`src/rtl/coef_loader_pkg.sv`:
```
// Shared constants, opcodes and FSM state encoding for the
// host-side coefficient RAM loader.
package coef_loader_pkg;

   localparam int ADDR_W      = 14;
   localparam int DATA_W      = 36;
   localparam int RD_LAT      = 1;
   localparam int NBYTES_WORD = 5;

   localparam logic [7:0] CMD_SET_ADDR = 8'h01;
   localparam logic [7:0] CMD_WR_L     = 8'h02;
   localparam logic [7:0] CMD_WR_R     = 8'h03;
   localparam logic [7:0] CMD_RD_L     = 8'h04;
   localparam logic [7:0] CMD_RD_R     = 8'h05;

   typedef enum logic [2:0] {
      S_IDLE,
      S_ADDR_HI,
      S_ADDR_LO,
      S_WDATA,
      S_WRITE,
      S_RWAIT,
      S_RDATA
   } state_e;

endpackage

```
`src/rtl/coef_byte_serializer.sv`:
```
// Turns one coefficient word into an MSB-first byte stream.
// Zero-extends the word to a whole number of bytes.
module coef_byte_serializer
   import coef_loader_pkg::*;
#(
   parameter int DATA_W = coef_loader_pkg::DATA_W,
   parameter int NBYTES = NBYTES_WORD
) (
   input  logic              clock,
   input  logic              reset,
   input  logic              load,
   input  logic [DATA_W-1:0] word,
   output logic [7:0]        tx_data,
   output logic              tx_valid,
   input  logic              tx_ready,
   output logic              done
);

   localparam int SW = NBYTES * 8;
   localparam logic [2:0] LAST = 3'(NBYTES - 1);

   logic [SW-1:0] sh_q, sh_d;
   logic [2:0]    cnt_q, cnt_d;
   logic          valid_q, valid_d;

   // Load a word, then shift one byte out per handshake.
   always_comb begin
      sh_d    = sh_q;
      cnt_d   = cnt_q;
      valid_d = valid_q;
      done    = 1'b0;
      if (load) begin
         sh_d    = {{(SW-DATA_W){1'b0}}, word};
         cnt_d   = 3'd0;
         valid_d = 1'b1;
      end else if (valid_q && tx_ready) begin
         sh_d = {sh_q[SW-9:0], 8'h00};
         if (cnt_q == LAST) begin
            valid_d = 1'b0;
            done    = 1'b1;
         end else begin
            cnt_d = cnt_q + 3'd1;
         end
      end
   end

   // Shift register, byte counter and valid flag.
   always_ff @(posedge clock) begin
      if (reset) begin
         sh_q    <= '0;
         cnt_q   <= '0;
         valid_q <= 1'b0;
      end else begin
         sh_q    <= sh_d;
         cnt_q   <= cnt_d;
         valid_q <= valid_d;
      end
   end

   assign tx_data  = sh_q[SW-1 -: 8];
   assign tx_valid = valid_q;

endmodule

```
`src/rtl/coef_host_loader.sv`:
```
// Host byte-stream initiator for the coefficient RAM rw port:
// address set, word writes and word readback.
module coef_host_loader
   import coef_loader_pkg::*;
#(
   parameter int ADDR_W = coef_loader_pkg::ADDR_W,
   parameter int DATA_W = coef_loader_pkg::DATA_W,
   parameter int RD_LAT = coef_loader_pkg::RD_LAT
) (
   input  logic              clock,
   input  logic              reset,
   input  logic [7:0]        rx_data,
   input  logic              rx_valid,
   output logic              rx_ready,
   output logic [7:0]        tx_data,
   output logic              tx_valid,
   input  logic              tx_ready,
   output logic [ADDR_W-1:0] addrLrw,
   output logic [ADDR_W-1:0] addrRrw,
   output logic [DATA_W-1:0] datainLrw,
   output logic [DATA_W-1:0] datainRrw,
   output logic              weL,
   output logic              weR,
   input  logic [DATA_W-1:0] dataoutLrw,
   input  logic [DATA_W-1:0] dataoutRrw,
   output logic              busy,
   output logic              bad_cmd
);

   localparam logic [2:0] LAST_B = 3'(NBYTES_WORD - 1);
   localparam logic [2:0] LAST_W = 3'(RD_LAT);

   state_e              state_q, state_d;
   logic [ADDR_W-1:0]   ptr_q, ptr_d;
   logic [ADDR_W-9:0]   hi_q, hi_d;
   logic [DATA_W-1:0]   wdata_q, wdata_d;
   logic [2:0]          cnt_q, cnt_d;
   logic                side_q, side_d;
   logic                we_l_q, we_l_d;
   logic                we_r_q, we_r_d;
   logic                bad_q, bad_d;
   logic                ld;
   logic                ser_done;
   logic                rx_fire;

   assign rx_fire = rx_valid && rx_ready;

   // Command decode, payload assembly and pointer management.
   always_comb begin
      state_d = state_q;
      ptr_d   = ptr_q;
      hi_d    = hi_q;
      wdata_d = wdata_q;
      cnt_d   = cnt_q;
      side_d  = side_q;
      we_l_d  = 1'b0;
      we_r_d  = 1'b0;
      bad_d   = 1'b0;
      ld      = 1'b0;
      unique case (state_q)
         S_IDLE: begin
            if (rx_fire) begin
               cnt_d = 3'd0;
               case (rx_data)
                  CMD_SET_ADDR: state_d = S_ADDR_HI;
                  CMD_WR_L: begin
                     state_d = S_WDATA;
                     side_d  = 1'b0;
                  end
                  CMD_WR_R: begin
                     state_d = S_WDATA;
                     side_d  = 1'b1;
                  end
                  CMD_RD_L: begin
                     state_d = S_RWAIT;
                     side_d  = 1'b0;
                  end
                  CMD_RD_R: begin
                     state_d = S_RWAIT;
                     side_d  = 1'b1;
                  end
                  default: bad_d = 1'b1;
               endcase
            end
         end
         S_ADDR_HI: begin
            if (rx_fire) begin
               hi_d    = rx_data[ADDR_W-9:0];
               state_d = S_ADDR_LO;
            end
         end
         S_ADDR_LO: begin
            if (rx_fire) begin
               ptr_d   = {hi_q, rx_data};
               state_d = S_IDLE;
            end
         end
         S_WDATA: begin
            if (rx_fire) begin
               wdata_d = {wdata_q[DATA_W-9:0], rx_data};
               if (cnt_q == LAST_B) begin
                  state_d = S_WRITE;
                  we_l_d  = !side_q;
                  we_r_d  = side_q;
               end else begin
                  cnt_d = cnt_q + 3'd1;
               end
            end
         end
         S_WRITE: begin
            ptr_d   = ptr_q + ADDR_W'(1);
            state_d = S_IDLE;
         end
         S_RWAIT: begin
            // Bank mux follows the live address, so sample last.
            if (cnt_q == LAST_W) begin
               ld      = 1'b1;
               state_d = S_RDATA;
            end else begin
               cnt_d = cnt_q + 3'd1;
            end
         end
         S_RDATA: begin
            if (ser_done) begin
               ptr_d   = ptr_q + ADDR_W'(1);
               state_d = S_IDLE;
            end
         end
         default: state_d = S_IDLE;
      endcase
   end

   // State and datapath registers.
   always_ff @(posedge clock) begin
      if (reset) begin
         state_q <= S_IDLE;
         ptr_q   <= '0;
         hi_q    <= '0;
         wdata_q <= '0;
         cnt_q   <= '0;
         side_q  <= 1'b0;
         we_l_q  <= 1'b0;
         we_r_q  <= 1'b0;
         bad_q   <= 1'b0;
      end else begin
         state_q <= state_d;
         ptr_q   <= ptr_d;
         hi_q    <= hi_d;
         wdata_q <= wdata_d;
         cnt_q   <= cnt_d;
         side_q  <= side_d;
         we_l_q  <= we_l_d;
         we_r_q  <= we_r_d;
         bad_q   <= bad_d;
      end
   end

   coef_byte_serializer #(
      .DATA_W (DATA_W),
      .NBYTES (NBYTES_WORD)
   ) u_ser (
      .clock    (clock),
      .reset    (reset),
      .load     (ld),
      .word     (side_q ? dataoutRrw : dataoutLrw),
      .tx_data  (tx_data),
      .tx_valid (tx_valid),
      .tx_ready (tx_ready),
      .done     (ser_done)
   );

   // Reset masks the handshake and strobes in the reset cycle itself.
   assign rx_ready  = !reset && (state_q inside
                      {S_IDLE, S_ADDR_HI, S_ADDR_LO, S_WDATA});
   assign weL       = we_l_q && !reset;
   assign weR       = we_r_q && !reset;
   assign addrLrw   = ptr_q;
   assign addrRrw   = ptr_q;
   assign datainLrw = wdata_q;
   assign datainRrw = wdata_q;
   assign busy      = (state_q != S_IDLE);
   assign bad_cmd   = bad_q;

endmodule

```
`config.mk`:
```
export PLATFORM = sky130hd
export DESIGN_NAME = coef_host_loader
export DESIGN_NICKNAME = d
export VERILOG_FILES = /design/src/rtl/coef_loader_pkg.sv /design/src/rtl/coef_byte_serializer.sv /design/src/rtl/coef_host_loader.sv
export SDC_FILE = /design/constraint.sdc
export NUM_CORES = 1
export LEC_CHECK = 0
export ABC_CLOCK_PERIOD_IN_PS = 5250
export BUFFER_PORTS_ARGS = -buffer_cell sky130_fd_sc_hd__buf_2
export CORE_MARGIN = 2
export CORE_UTILIZATION = 45
export CTS_CLUSTER_DIAMETER = 120
export DETAILED_ROUTE_END_ITERATION = 7
export PLACE_DENSITY = 0.7
export SLEW_MARGIN = 15
export SYNTH_ARGS = -nofsm -noshare
export SYNTH_HDL_FRONTEND = slang
export SYNTH_SLANG_ARGS = --single-unit
```
`constraint.sdc`:
```
create_clock -name clock -period 5.25 [get_ports clock]
set_input_delay 0.525 -clock clock [delete_from_list [all_inputs] [get_ports clock]]
set_output_delay 0.525 -clock clock [all_outputs]
set_load 0.05 [all_outputs]
```
==> summary.md <==
| Metric | Value |
|---|---|
| Outcome | `complete, no violations` |
| WL final | `13700 um` |
| Most used DFF post-synth | `dfxtp_1` |
| Final setup vio count | `0` |
| P per Cell Area | `244 mW/mm^2` |
| Avg Inst Size Synth | `7.89 um^2` |
| Worst-path fanout max | `102` |
| RSZ-0062 raised after global routing | `false` |
| Number of port buffers | `197` |
| Die W | `116 um` |
| Pre-antenna DRT Iters | `4` |
| Hold Startpoint | `side_q` |
| Grt total ovfl | `0` |
| Largest net degree at the start of global routing | `103` |
| RePlAce Congestion | `0.841` |
| Ys Warns | `0` |
| Leak | `2.69 nW` |
| All-Layer GR Usage | `19.8%` |
| Clk_lat worst skew | `340 ps` |
| Synth unique cells | `52` |
| Vias in the first global route | `4501` |
| Antenna Nets Post-Route | `0` |
| Layout cells sized above 1 | `28.6%` |
| Setup CP Type | `in2reg` |
| Root buffer cell | `clkbuf_16` |
| Hold endpoint | `we_l_q` |
| Clock Sinks | `110` |
| Peak supply drop | `142 uV` |
| Synthesized instance count | `718` |
| Cts repair resizes | `0` |
| Initial core utilization | `46.6%` |
| Achievable frequency | `401 MHz` |
| Vias | `5193` |
| GRT met3 Usage | `2.91%` |
| Clk slew on worst S/H paths | `80 ps` |
| CTS tree | `yes` |
| Met2 Use GR | `32.4%` |
| NumNets Final | `908` |
| Top cells by area, synth | `dfxtp_1 39%, nand2_1 11%, buf_4 8.5%` |
| Synth Cell Area | `0.00566 mm^2` |
| WHS Path Cells | `1` |
| Final hold viol count | `0` |
| Post-CTS Setup Bufs | `0` |
| Hpwl dp | `9410 um` |
| Post-route clock period utilization | `47.5%` |
| Synthesized Nets | `808` |
| N_diodes | `0` |
| R2r endpoint | `u_ser.sh_q[13]` |
| Async SR Flop Fraction | `0%` |
| Ports | `198` |
| Top cell type's share of synthesized area | `38.9%` |
| RR Startpoint | `state_q[0]` |
| GR peak layer | `met2` |
| Place WS | `2410 ps` |
| H-tree levels | `3` |
| Seq/Total Area, Yosys | `38.9%` |
| Crit path time final | `2490 ps` |
| TNS Setup | `0 ps` |
| Setup WS post-layout | `2760 ps` |
| Antenna violations before repair | `0` |
| Most common cell in the netlist | `nand2_1` |
| Critical Path Source Type | `input port` |
| Worst min path class | `reg2reg` |
| Cell taking the most area after synthesis | `dfxtp_1` |
| Post-CTS Hold Fix Bufs | `0` |
| # rows | `40` |
| Core Area | `0.0122 mm^2` |
| Routing usage on met1 | `26.8%` |
| EDFF count, synth | `0` |
| MaxCap Viol Count | `0` |
| R2r worst-path depth | `5` |
| Die Ht | `116 um` |
| Flops & latches, synth | `110` |
| Commonest cells post-synth | `171 x nand2_1, 110 x dfxtp_1, 68 x a21oi_1` |
| Worst EP arrival | `2740 ps` |
| Clk buf depth | `2` |
| CP Data Required Time | `5490 ps` |
| Ratio of routed vias to standard cells | `5.24` |
| Num CTS Buffers | `9` |
| Crit. End Element | `flip-flop` |
| Die area | `0.0135 mm^2` |
| Least-Margin Pin Slew | `1080 ps` |
| Detailed router's first-iteration violation count | `427` |
| First-pass GRT wire length | `21700 um` |
| Clock skew | `9.94 ps` |
| PnR Total Power | `1.58 mW` |
| Final Max Slew Viols | `0` |
| DRC | `0` |
| Rel. slew slack | `28.0%` |
| Register-to-register setup slack | `2860 ps` |
| Synth-to-Final Area Change | `14.6%` |
| Per-cell routed wire length | `13.8 um` |
## registers in the layout (all words and copies together) (netlist names)
register	cells
hi_q	6
state_q	3
we_l_q	1
side_q	1
addrLrw	14
u_ser.cnt_q	3
datainLrw	36
bad_cmd	1
cnt_q	3
we_r_q	1
u_ser.sh_q	40
u_ser.tx_valid	1
## cell usage in the layout, fill, tap and decap left out, types with 2 or more instances in the layout
cell type and count:
buf_2 196, nand2_1 171, dfxtp_1 109, a21oi_1 68, nor2_1 40, nor2b_1 32
a311oi_1 30, a211oi_1 29, a31oi_1 14, nand3_1 13, mux2i_1 12, inv_1 10
nor3_1 10, clkbuf_16 9, a21o_1 7, o21ai_0 7, ha_1 6, buf_4 6
nand4_1 5, nand2b_1 4, and2_1 3, xnor2_1 3, a21oi_2 2, o221a_2 2
o32ai_1 2, inv_8 2, clkinv_4 2
## per-layer routing
layer  up-vias  routed length [um]
met5         -                   0
met4         0                 270
met3        21                 674
met2       176                6410
met1      2371                6320
li1       2625                   -
## critical path, cell delays in order
cell and delay, ps:
buf_4 780, and4bb_1 310, a21oi_2 190, a21o_1 500, a21oi_1 100, o221a_2 300
## per-stage QoR
step | cells | area, um^2 | hold WS (ps) | utilization (%)
3_5_place_dp | 975 | 6200 | 424 | 51.0
2_1_floorplan | 718 | 5660 | 432 | -
4_1_cts | 991 | 6490 | 445 | 53.4
6_report | 991 | 6490 | 439 | 53.4
5_1_grt | 991 | 6490 | 446 | 53.4
3_3_place_gp | 975 | 6200 | 417 | 51.0
## worst max path at each step
stage	start	endpoint	slack, ps	depth (start not counted)
global placement	reset	addrLrw[11]	2450	6
CTS	reset	addrLrw[11]	2790	6
global route	reset	addrLrw[6]	2530	6
finish	reset	addrLrw[11]	2760	6
floorplan	reset	rx_ready	3000	4
detailed placement	reset	addrLrw[11]	2410	6
## cell type report
cell class	instances	area, um^2
inverters	11	41.3
flip-flops and latches	110	2200
repair buffers	202	1030
clock buffers	10	239
clock inverters	6	53.8
well taps	168	210
fillers	1164	5670
multi-input cells	484	2720
## cells by family (layout without fill, tap and decap cells)
kind of cell	after synthesis	in the layout	share of synthesized area, %
AO/OA/AOI/OAI	170	170	20.3
buffers and inverters	124	229	13.1
adder cells (fa/ha/maj)	6	6	1.33
XOR/XNOR	3	3	0.464
AND/OR/NAND/NOR	292	292	23.5
flip-flops	110	110	38.9
multiplexers	13	13	2.32
## report_power, final
part / total (mW) / internal [mW] / switching [mW] / leakage, nW
sequential: 0.835 / 0.834 / 0.000800 / 0.886
combinational: 0.0787 / 0.0361 / 0.0426 / 1.65
clock: 0.670 / 0.345 / 0.325 / 0.147
Power figures use the tool's default switching activity.
